--- src/rtl/mem_sweep_ctrl_if.sv ---
// mem_sweep_ctrl_if: command, stream and tensor-memory signals of mem_sweep_ctrl.
//
// Handshake rule for every valid/ready pair here (cmd, s_*, m_*): a transfer
// happens on a rising clk edge where valid && ready are both 1. A producer
// keeps valid and its payload steady until that edge. A consumer may drive
// ready without waiting for valid.
//
// Modports: slave is the sweep controller side; master is the side that
// issues commands, drives the stream and returns memory read data.
interface mem_sweep_ctrl_if #(
  parameter int DATA_SIZE = 64
);
  logic                 cmd_valid;
  logic                 cmd_ready;
  logic                 cmd_store;
  logic [15:0]          cmd_entry;
  logic                 cmd_transpose;
  logic [DATA_SIZE-1:0] s_data;
  logic                 s_valid;
  logic                 s_ready;
  logic [DATA_SIZE-1:0] m_data;
  logic                 m_valid;
  logic                 m_ready;
  logic                 mem_write;
  logic [15:0]          mem_index2;
  logic [15:0]          mem_index1;
  logic [15:0]          mem_index0;
  logic [DATA_SIZE-1:0] mem_wdata;
  logic [DATA_SIZE-1:0] mem_rdata;

  modport slave (
    input  cmd_valid, cmd_store, cmd_entry, cmd_transpose,
    input  s_data, s_valid, m_ready, mem_rdata,
    output cmd_ready, s_ready, m_data, m_valid,
    output mem_write, mem_index2, mem_index1, mem_index0, mem_wdata
  );

  modport master (
    output cmd_valid, cmd_store, cmd_entry, cmd_transpose,
    output s_data, s_valid, m_ready, mem_rdata,
    input  cmd_ready, s_ready, m_data, m_valid,
    input  mem_write, mem_index2, mem_index1, mem_index0, mem_wdata
  );
endinterface

--- src/rtl/mem_sweep_ctrl.sv ---
// mem_sweep_ctrl: walks every (row, col) of one DIM x DIM tile of a 3-D tensor
// memory entry, either writing stream beats into it (store) or streaming its
// words out (load). Optional build macro MEM_SWEEP_TRANSPOSE_EN adds a
// column-major walk selected by cmd_transpose; without it the walk is
// row-major and cmd_transpose is ignored.
module mem_sweep_ctrl #(
  parameter int DIM       = 1,
  parameter int ENTRY_NUM = 1,
  parameter int DATA_SIZE = 64
) (
  input  logic                 clk,
  input  logic                 rst,
  mem_sweep_ctrl_if.slave      bus,
  output logic                 done,
  output logic                 err,
  output logic                 busy,
  output logic [1:0]           state_dbg
);

  typedef enum logic [1:0] {
    S_IDLE  = 2'd0,
    S_STORE = 2'd1,
    S_LOAD  = 2'd2,
    S_DONE  = 2'd3
  } state_t;

  localparam logic [15:0] DIM_M1    = 16'(DIM - 1);
  localparam logic [16:0] ENTRY_LIM = 17'(ENTRY_NUM);

  state_t      state_q, state_d;
  logic [15:0] r_q, r_d;
  logic [15:0] c_q, c_d;
  logic [15:0] entry_q, entry_d;
  logic        done_q, done_d;
  logic        err_q, err_d;
`ifdef MEM_SWEEP_TRANSPOSE_EN
  logic        tr_q, tr_d;
`endif

  logic beat;
  logic last;
  logic in_store;
  logic in_load;

  // Next-state: command accept, counter walk and completion
  always_comb begin
    state_d = state_q;
    r_d     = r_q;
    c_d     = c_q;
    entry_d = entry_q;
    done_d  = 1'b0;
    err_d   = 1'b0;
`ifdef MEM_SWEEP_TRANSPOSE_EN
    tr_d    = tr_q;
`endif
    beat = ((state_q == S_STORE) && bus.s_valid) ||
           ((state_q == S_LOAD)  && bus.m_ready);
    last = (r_q == DIM_M1) && (c_q == DIM_M1);

    case (state_q)
      S_IDLE: begin
        if (bus.cmd_valid) begin
          r_d = 16'd0;
          c_d = 16'd0;
          if ({1'b0, bus.cmd_entry} >= ENTRY_LIM) begin
            // Out-of-range entry: reject without touching memory
            err_d = 1'b1;
          end else begin
            entry_d = bus.cmd_entry;
`ifdef MEM_SWEEP_TRANSPOSE_EN
            tr_d    = bus.cmd_transpose;
`endif
            state_d = bus.cmd_store ? S_STORE : S_LOAD;
          end
        end
      end
      S_STORE, S_LOAD: begin
        if (beat) begin
          if (last) begin
            state_d = S_DONE;
            done_d  = 1'b1;
            r_d     = 16'd0;
            c_d     = 16'd0;
          end else begin
`ifdef MEM_SWEEP_TRANSPOSE_EN
            if (tr_q) begin
              // Column-major: row is the fast counter
              if (r_q == DIM_M1) begin
                r_d = 16'd0;
                c_d = c_q + 16'd1;
              end else begin
                r_d = r_q + 16'd1;
              end
            end else
`endif
            begin
              // Row-major: column is the fast counter
              if (c_q == DIM_M1) begin
                c_d = 16'd0;
                r_d = r_q + 16'd1;
              end else begin
                c_d = c_q + 16'd1;
              end
            end
          end
        end
      end
      default: begin
        state_d = S_IDLE;
      end
    endcase
  end

  // State, counters and registered pulse outputs
  always_ff @(posedge clk) begin
    if (rst) begin
      state_q <= S_IDLE;
      r_q     <= 16'd0;
      c_q     <= 16'd0;
      entry_q <= 16'd0;
      done_q  <= 1'b0;
      err_q   <= 1'b0;
`ifdef MEM_SWEEP_TRANSPOSE_EN
      tr_q    <= 1'b0;
`endif
    end else begin
      state_q <= state_d;
      r_q     <= r_d;
      c_q     <= c_d;
      entry_q <= entry_d;
      done_q  <= done_d;
      err_q   <= err_d;
`ifdef MEM_SWEEP_TRANSPOSE_EN
      tr_q    <= tr_d;
`endif
    end
  end

  // Output decode; rst masks every strobe even if the state has not reset yet
  always_comb begin
    in_store       = (state_q == S_STORE) && !rst;
    in_load        = (state_q == S_LOAD)  && !rst;
    bus.cmd_ready  = (state_q == S_IDLE);
    bus.s_ready    = in_store;
    bus.mem_write  = in_store && bus.s_valid;
    bus.mem_wdata  = in_store ? DATA_SIZE'(bus.s_data) : '0;
    bus.m_valid    = in_load;
    bus.m_data     = in_load ? DATA_SIZE'(bus.mem_rdata) : '0;
    bus.mem_index2 = (in_store || in_load) ? entry_q : 16'd0;
    bus.mem_index1 = (in_store || in_load) ? r_q : 16'd0;
    bus.mem_index0 = (in_store || in_load) ? c_q : 16'd0;
    done           = done_q && !rst;
    err            = err_q && !rst;
    busy           = (state_q != S_IDLE);
    state_dbg      = state_q;
  end

endmodule

--- src/flat_wrapper.sv ---
// flat-port wrapper written by rule: the top's interface ports become plain ports
module mem_sweep_ctrl_flat 
#(
  parameter int DIM       = 1,
  parameter int ENTRY_NUM = 1,
  parameter int DATA_SIZE = 64
)
  (clk, rst, done, err, busy, state_dbg, bus_cmd_valid, bus_cmd_store, bus_cmd_entry, bus_cmd_transpose, bus_s_data, bus_s_valid, bus_m_ready, bus_mem_rdata, bus_cmd_ready, bus_s_ready, bus_m_data, bus_m_valid, bus_mem_write, bus_mem_index2, bus_mem_index1, bus_mem_index0, bus_mem_wdata);
  mem_sweep_ctrl_if #(.DATA_SIZE(DATA_SIZE)) bus_i ();
  input  logic clk;
  input  logic rst;
  output logic done;
  output logic err;
  output logic busy;
  output logic [1:0] state_dbg;
  input wire logic [$bits(bus_i.cmd_valid)-1:0] bus_cmd_valid;
  input wire logic [$bits(bus_i.cmd_store)-1:0] bus_cmd_store;
  input wire logic [$bits(bus_i.cmd_entry)-1:0] bus_cmd_entry;
  input wire logic [$bits(bus_i.cmd_transpose)-1:0] bus_cmd_transpose;
  input wire logic [$bits(bus_i.s_data)-1:0] bus_s_data;
  input wire logic [$bits(bus_i.s_valid)-1:0] bus_s_valid;
  input wire logic [$bits(bus_i.m_ready)-1:0] bus_m_ready;
  input wire logic [$bits(bus_i.mem_rdata)-1:0] bus_mem_rdata;
  output wire logic [$bits(bus_i.cmd_ready)-1:0] bus_cmd_ready;
  output wire logic [$bits(bus_i.s_ready)-1:0] bus_s_ready;
  output wire logic [$bits(bus_i.m_data)-1:0] bus_m_data;
  output wire logic [$bits(bus_i.m_valid)-1:0] bus_m_valid;
  output wire logic [$bits(bus_i.mem_write)-1:0] bus_mem_write;
  output wire logic [$bits(bus_i.mem_index2)-1:0] bus_mem_index2;
  output wire logic [$bits(bus_i.mem_index1)-1:0] bus_mem_index1;
  output wire logic [$bits(bus_i.mem_index0)-1:0] bus_mem_index0;
  output wire logic [$bits(bus_i.mem_wdata)-1:0] bus_mem_wdata;
  assign bus_i.cmd_valid = bus_cmd_valid;
  assign bus_i.cmd_store = bus_cmd_store;
  assign bus_i.cmd_entry = bus_cmd_entry;
  assign bus_i.cmd_transpose = bus_cmd_transpose;
  assign bus_i.s_data = bus_s_data;
  assign bus_i.s_valid = bus_s_valid;
  assign bus_i.m_ready = bus_m_ready;
  assign bus_i.mem_rdata = bus_mem_rdata;
  assign bus_cmd_ready = bus_i.cmd_ready;
  assign bus_s_ready = bus_i.s_ready;
  assign bus_m_data = bus_i.m_data;
  assign bus_m_valid = bus_i.m_valid;
  assign bus_mem_write = bus_i.mem_write;
  assign bus_mem_index2 = bus_i.mem_index2;
  assign bus_mem_index1 = bus_i.mem_index1;
  assign bus_mem_index0 = bus_i.mem_index0;
  assign bus_mem_wdata = bus_i.mem_wdata;
  mem_sweep_ctrl #(.DIM(DIM), .ENTRY_NUM(ENTRY_NUM), .DATA_SIZE(DATA_SIZE)) u_core (.clk(clk), .rst(rst), .bus(bus_i), .done(done), .err(err), .busy(busy), .state_dbg(state_dbg));
endmodule
--- config.mk ---
export PLATFORM = sky130hd
export DESIGN_NAME = mem_sweep_ctrl_flat
export DESIGN_NICKNAME = d
export VERILOG_FILES = /design/src/rtl/mem_sweep_ctrl_if.sv /design/src/rtl/mem_sweep_ctrl.sv /design/src/flat_wrapper.sv
export SDC_FILE = /design/constraint.sdc
export NUM_CORES = 1
export LEC_CHECK = 0
export ABC_AREA = 1
export ABC_CLOCK_PERIOD_IN_PS = 2400
export CORE_AREA = 4 4 127 129
export CTS_BUF_LIST = sky130_fd_sc_hd__clkbuf_8 sky130_fd_sc_hd__clkbuf_16
export DETAILED_ROUTE_END_ITERATION = 8
export DIE_AREA = 0 0 131 133
export PLACE_DENSITY = 0.75
export SLEW_MARGIN = 20
export SYNTH_ARGS = -nofsm -noshare
export SYNTH_HDL_FRONTEND = slang
export SYNTH_SLANG_ARGS = --single-unit
--- constraint.sdc ---
create_clock -name clk -period 2.4 [get_ports clk]
set_input_delay 0.24 -clock clk [delete_from_list [all_inputs] [get_ports clk]]
set_output_delay 0.24 -clock clk [all_outputs]
set_load 0.005 [all_outputs]
== Yosys cells after proc, flatten, opt, wreduce, memory -nomap -nowiden ==
Cells that the tools add are included.

* Muxes and demuxes: 22
* Order comparisons: 1
* Bitwise operators: 5
* Reductions and logical operators: 23
* Add/sub/neg operators: 2
* Equal/unequal tests: 7

{| class="wikitable"
|+ Operator list
! cell !! number
|-
| $mux W16 || 10
|-
| $mux W64 || 2
|-
| $pmux W16 S2 || 2
|-
| $add A16 B1 Y16 const B || 2
|-
| $logic_not A16 Y1 || 2
|-
| $ge A16 B1 Y1 const B || 1
|-
| $mux W2 || 5
|-
| $logic_and A1 B1 Y1 || 8
|-
| $reduce_and A4 Y1 || 2
|-
| $reduce_and A3 Y1 || 2
|-
| $reduce_or A3 Y1 || 2
|-
| $not A1 Y1 || 5
|-
| $ne A2 B1 Y1 const B || 2
|-
| $ne A2 B2 Y1 const B || 2
|-
| $pmux W2 S2 || 1
|-
| $reduce_bool A2 Y1 || 2
|-
| $ne A3 B1 Y1 const B || 1
|-
| $eq A2 B1 Y1 const B || 1
|-
| $eq A2 B2 Y1 const B || 1
|-
| $logic_not A2 Y1 || 1
|-
| $logic_or A1 B1 Y1 || 2
|-
| $mux W1 || 2
|-
| $reduce_or A2 Y1 || 1
|-
| $logic_not A1 Y1 || 1
|}

* Output and inout bits: 185
* Word-level logic and storage cells: 66
* Input bits: 151
* Register bits after elaboration: 52

== Logic depth before layout (Yosys ltp) ==
* Depth after elaboration: 5
* Gate-level depth with buffers: 12
* Gate-level depth less buffers: 11

== Worst setup path after synthesis ==
OpenSTA, ideal clock, no wires.

* Path kind: flip-flop to flip-flop
* From: register u_core.state_q[0], in the netlist u_core.state_dbg[0]
* To: register u_core.c_q[8]
* Setup slack: 628 ps
* Required time: 2282 ps
* Arrival time: 1653 ps
* Stages on the path, launching flop included: 11
* Setup time: 118 ps
* Path buffers: 1
* Clock period less this slack: 1772 ps
* Path through: dfxtp_1 inv_1 ha_1 nand3_1 nand2_2 nor2_4 inv_2 buf_6 nor2_2 xor2_1 nor2_1

* Longest elaborated chain between the ends: 5
* Elaborated cells on any way between the ends: 12
* Classes of those cells: 4 x eq/ne; 1 x mux; 7 x reduce/logical

{| class="wikitable"
|+ RTL lines
! item !! RTL line !! source
|-
| start, declared || mem_sweep_ctrl.sv:30 || <nowiki>state_t state_q, state_d;</nowiki>
|-
| start signal, assigned || mem_sweep_ctrl.sv:127 || <nowiki>state_q <= state_d;</nowiki>
|-
| $eq A2 B1 Y1 or $eq A2 B2 Y1 (tied branches) || mem_sweep_ctrl.sv:56, mem_sweep_ctrl.sv:60, mem_sweep_ctrl.sv:57 ||
|-
| $logic_and A1 B1 Y1, on equally long branches || mem_sweep_ctrl.sv:56, mem_sweep_ctrl.sv:57 ||
|-
| $logic_or A1 B1 Y1 || mem_sweep_ctrl.sv:56 || <nowiki>beat = ((state_q == S_STORE) && bus.s_valid) ||</nowiki>
|-
| $ne A2 B1 Y1 (no line) || - ||
|-
| $reduce_and A3 Y1 (no line) || - ||
|-
| end signal, assigned || mem_sweep_ctrl.sv:119 || <nowiki>c_q <= 16'd0;</nowiki>
|-
| end signal, assigned || mem_sweep_ctrl.sv:129 || <nowiki>c_q <= c_d;</nowiki>
|-
| end, declared || mem_sweep_ctrl.sv:32 || <nowiki>logic [15:0] c_q, c_d;</nowiki>
|}

Parallel ways exist; a longest one is shown, timed or not.
A chain may end at the register's enable or synchronous reset.

== Worst setup path in the final report ==
* From: register u_core.state_q[1], in the netlist u_core.state_dbg[1]
* To: output bus_mem_wdata[23]

* Longest elaborated chain between the ends: 3

{| class="wikitable"
|+ RTL lines
! item !! RTL line !! source
|-
| $eq A2 B1 Y1 || mem_sweep_ctrl.sv:141 || <nowiki>in_store = (state_q == S_STORE) && !rst;</nowiki>
|-
| $logic_and A1 B1 Y1 || mem_sweep_ctrl.sv:141 ||
|-
| $mux W64 || mem_sweep_ctrl.sv:146 || <nowiki>bus.mem_wdata = in_store ? DATA_SIZE'(bus.s_data) : '0;</nowiki>
|-
| end, declared || flat_wrapper.sv:32 || <nowiki>output wire logic [$bits(bus_i.mem_wdata)-1:0] bus_mem_wdata;</nowiki>
|}

Every way passes these cells.

==> impl_metrics.yaml <==
run_status:
  status: "complete, no violations"
critical_path:
  setup.worst_path.start_class: "flop"
  cp_slowest_cell: "clkdlybuf4s50_1"
  r2r-start: "u_core.state_dbg[0]$_SDFFE_PP0P_"
  crit_fanout: 15
  worstPathRequired_ns: 2.16
  reg2reg_depth: 10
  slowest_delay_ns: 0.51
  path_common_cell: "inv_1"
  critPathLaunch: "u_core.state_dbg[1]$_SDFFE_PP0P_"
  path_class: "flop to primary output"
  cp-end-kind: "primary output"
  path_cells: "inv_1, ha_2, inv_1, nor2_4, inv_6, buf_4, nor2_1, clkdlybuf4s50_1"
  reg2reg_to: "u_core.c_q[5]$_SDFFE_PP0P_"
  regToRegSetupSlack_ns: 0.43
  crit_arrival_ns: 2.09
grt:
  grt_overflow: 0
  antenna_found_initial: 0
  grt_util_all_layers_pct: 17.6
  grt_first_pass_wirelength_mm: 24.7
  grt_pass1_vias: 4821
  grt_max_degree: 39
logic_synthesis:
  synth_edf_count: 0
  yosys.area.top_type: "dfxtp_1"
  syn_inst: 772
  synth_cell_types: 29
  yosys_warnings: 0
  async_reset_ff_share_pct: 0
  yosys.area.top_type_share_pct: 25.5
  ys_top_cells_by_area: "dfxtp_1, nor2_1, inv_1"
  synth-main-ff-cell: "dfxtp_1"
  synth_most_common_cell: "nor2_1"
  synth_common_cells: "nor2_1, inv_1, nand2_1, dfxtp_1, nand3_1"
  yosysSeqAreaShare_pct: 25.5
  syn-num-nets: 931
  synth_area_per_cell_um2: 5.28
  synth_area_um2: 4080
  ys_seq_elements: 52
placed_design:
  hpwl_mm: 14.2
  place.port_buffers: 334
  placed_cells: 1283
  place.gp.congestion: 0.899
final_layout:
  n_fill_cell: 1428
  diodes: 0
  synthToLayoutAreaGrowth_pct: 99.7
  final_layout_size_suffix_gt1_share_pct: 4.52
  multiInputGateArea_um2: 2130
  final_cells: 1294
  regArea_um2: 1040
  final_nets: 1264
die:
  io_pins: 336
  die_x_um: 131
  die_area_um2: 17400
  fp.dieH_um: 133
  start_util_pct: 27.1
  rows: 45
  core_area_um2: 15000
timing:
  maxSlewViolCount: 0
  fin_skew_ns: 0.00740
  period_share_pct: 97.1
  timing.final.crit_period_ns: 2.33
  worstMarginPinSlew_ns: 0.420
  slew-limit-headroom_pct: 71.8
  hold_viol: 0
  final-setup-viol-count: 0
  fmax_mhz: 429
  hold_ws_ns: 0.454
  rsz0062_at_grt: "yes"
route:
  detail-route-antenna-nets: 0
  dr_wl_met2_mm: 8.90
  routed.top_layer: "met4"
  wl_met1_mm: 6.54
  via_per_inst: 4.26
  drtIter0Drc: 300
  vias: 5508
  dr_wl_met3_mm: 1.65
  drc: 0
  routed_wl_mm: 17.2
  dr.pass1.iters: 5
  wl_per_cell_um: 13.3
hold_path:
  hold_depth: 2
  min_from: "u_core.entry_q[12]$_SDFFE_PP0P_"
  hold_end: "u_core.entry_q[12]$_SDFFE_PP0P_"
  hold_path.class: "flop to flop"
clock_network:
  cts.sinks: 52
  hold_buffers: 0
  cts_made_buffers: 5
  cts-root-buf: "clkbuf_16"
  insertion_delay_ns: 0.29
  htreeDepth: 2
  clockBufferDepth: 2
  cts_tree: "built"
  clk_pin_slew_worst_paths_ns: 0.07
power_and_ir_drop:
  vdd_drop_max_mv: 0.326
  total_leakage_power_nw: 5.13
  cellPowerDensity_nw_per_um2: 249
  total_power_w: 0.00203
job:
  maxCapViolations: 0
flip-flops by register name, summed over array words and instances, names as in the netlist:
name              flops
u_core.done_q         1
u_core.c_q           16
u_core.err_q          1
u_core.entry_q       16
u_core.state_dbg      2
u_core.r_q           16
critical path, delay by kind of cell (launching register included):
kind	cells	cell delay, ns
and+or+nand+nor	2	0.31
adders and majority gates	1	0.19
buffers and inverters	5	0.96
DFF	1	0.35
timing repair:
item	CTS	global route
cloned	0	1
hold endpoints to repair	0	0
gates resized for setup	5	92
endpoints found under the setup margin	118	154
pin swaps	0	1
buffers inserted	0	2
cell usage in the layout, fill, tap and decap left out, types with 10 or more instances in the layout:
cell type | synthesis | final
dlymetal6s2s_1 | 0 | 84
xor2_1 | 11 | 11
nand3_1 | 46 | 46
dfxtp_1 | 52 | 50
nor2_1 | 270 | 267
buf_4 | 1 | 12
nand2_1 | 85 | 85
clkdlybuf4s50_1 | 0 | 250
a21oi_1 | 21 | 21
nor3_1 | 10 | 10
inv_1 | 209 | 209
per-stage QoR:
step	TNS (ns)	util [%]	setup slack, ns	area (µm²)
3_3_place_gp	0	51.2	0.143	7690
2_1_floorplan	0	-	0.628	4080
4_1_cts	0	52.4	0.00991	7870
3_5_place_dp	0	51.2	0.0775	7690
6_report	0	54.2	0.0693	8150
5_1_grt	-1.58	54.2	-0.0683	8150
cell type report:
class,count,share of cell area (%)
sequential,52,12.8
timing repair buffer,352,46.1
clock buffer,5,1.54
tap,188,2.89
clock inverter,3,0.522
multi-input combinational,479,26.2
inverter,215,10.0
logic make-up after synthesis:
logic type	after synthesis	synth area share [%]
xor+xnor	11	2.36
compound gates	31	4.23
buf+inv	241	22.8
fa+ha+maj	8	2.45
flops	52	25.5
simple gates	429	42.6
worst max path at each step:
stage                                       to  slack [ns]  cells past startpoint
detailed placement           bus_mem_wdata[61]        0.08                      6
CTS                             bus_m_data[41]        0.01                      8
global placement             bus_mem_wdata[30]        0.14                      6
global route                 bus_mem_wdata[36]       -0.07                      8
finish                       bus_mem_wdata[23]        0.07                      8
floorplan           u_core.c_q[8]$_SDFFE_PP0P_        0.63                     10
power breakdown:
group          switching [W]  internal [W]
Clock               0.000320      0.000490
Combinational       0.000114      0.000243
Sequential        0.00000101      0.000864
layer usage:
layer	vias to the layer above	GRT usage, %
li1	2871	-
met5	-	0
met1	2417	20.1
met2	211	32.6
met3	9	4.80
met4	0	2.63
Note: power is estimated with default switching activity, not from simulation.
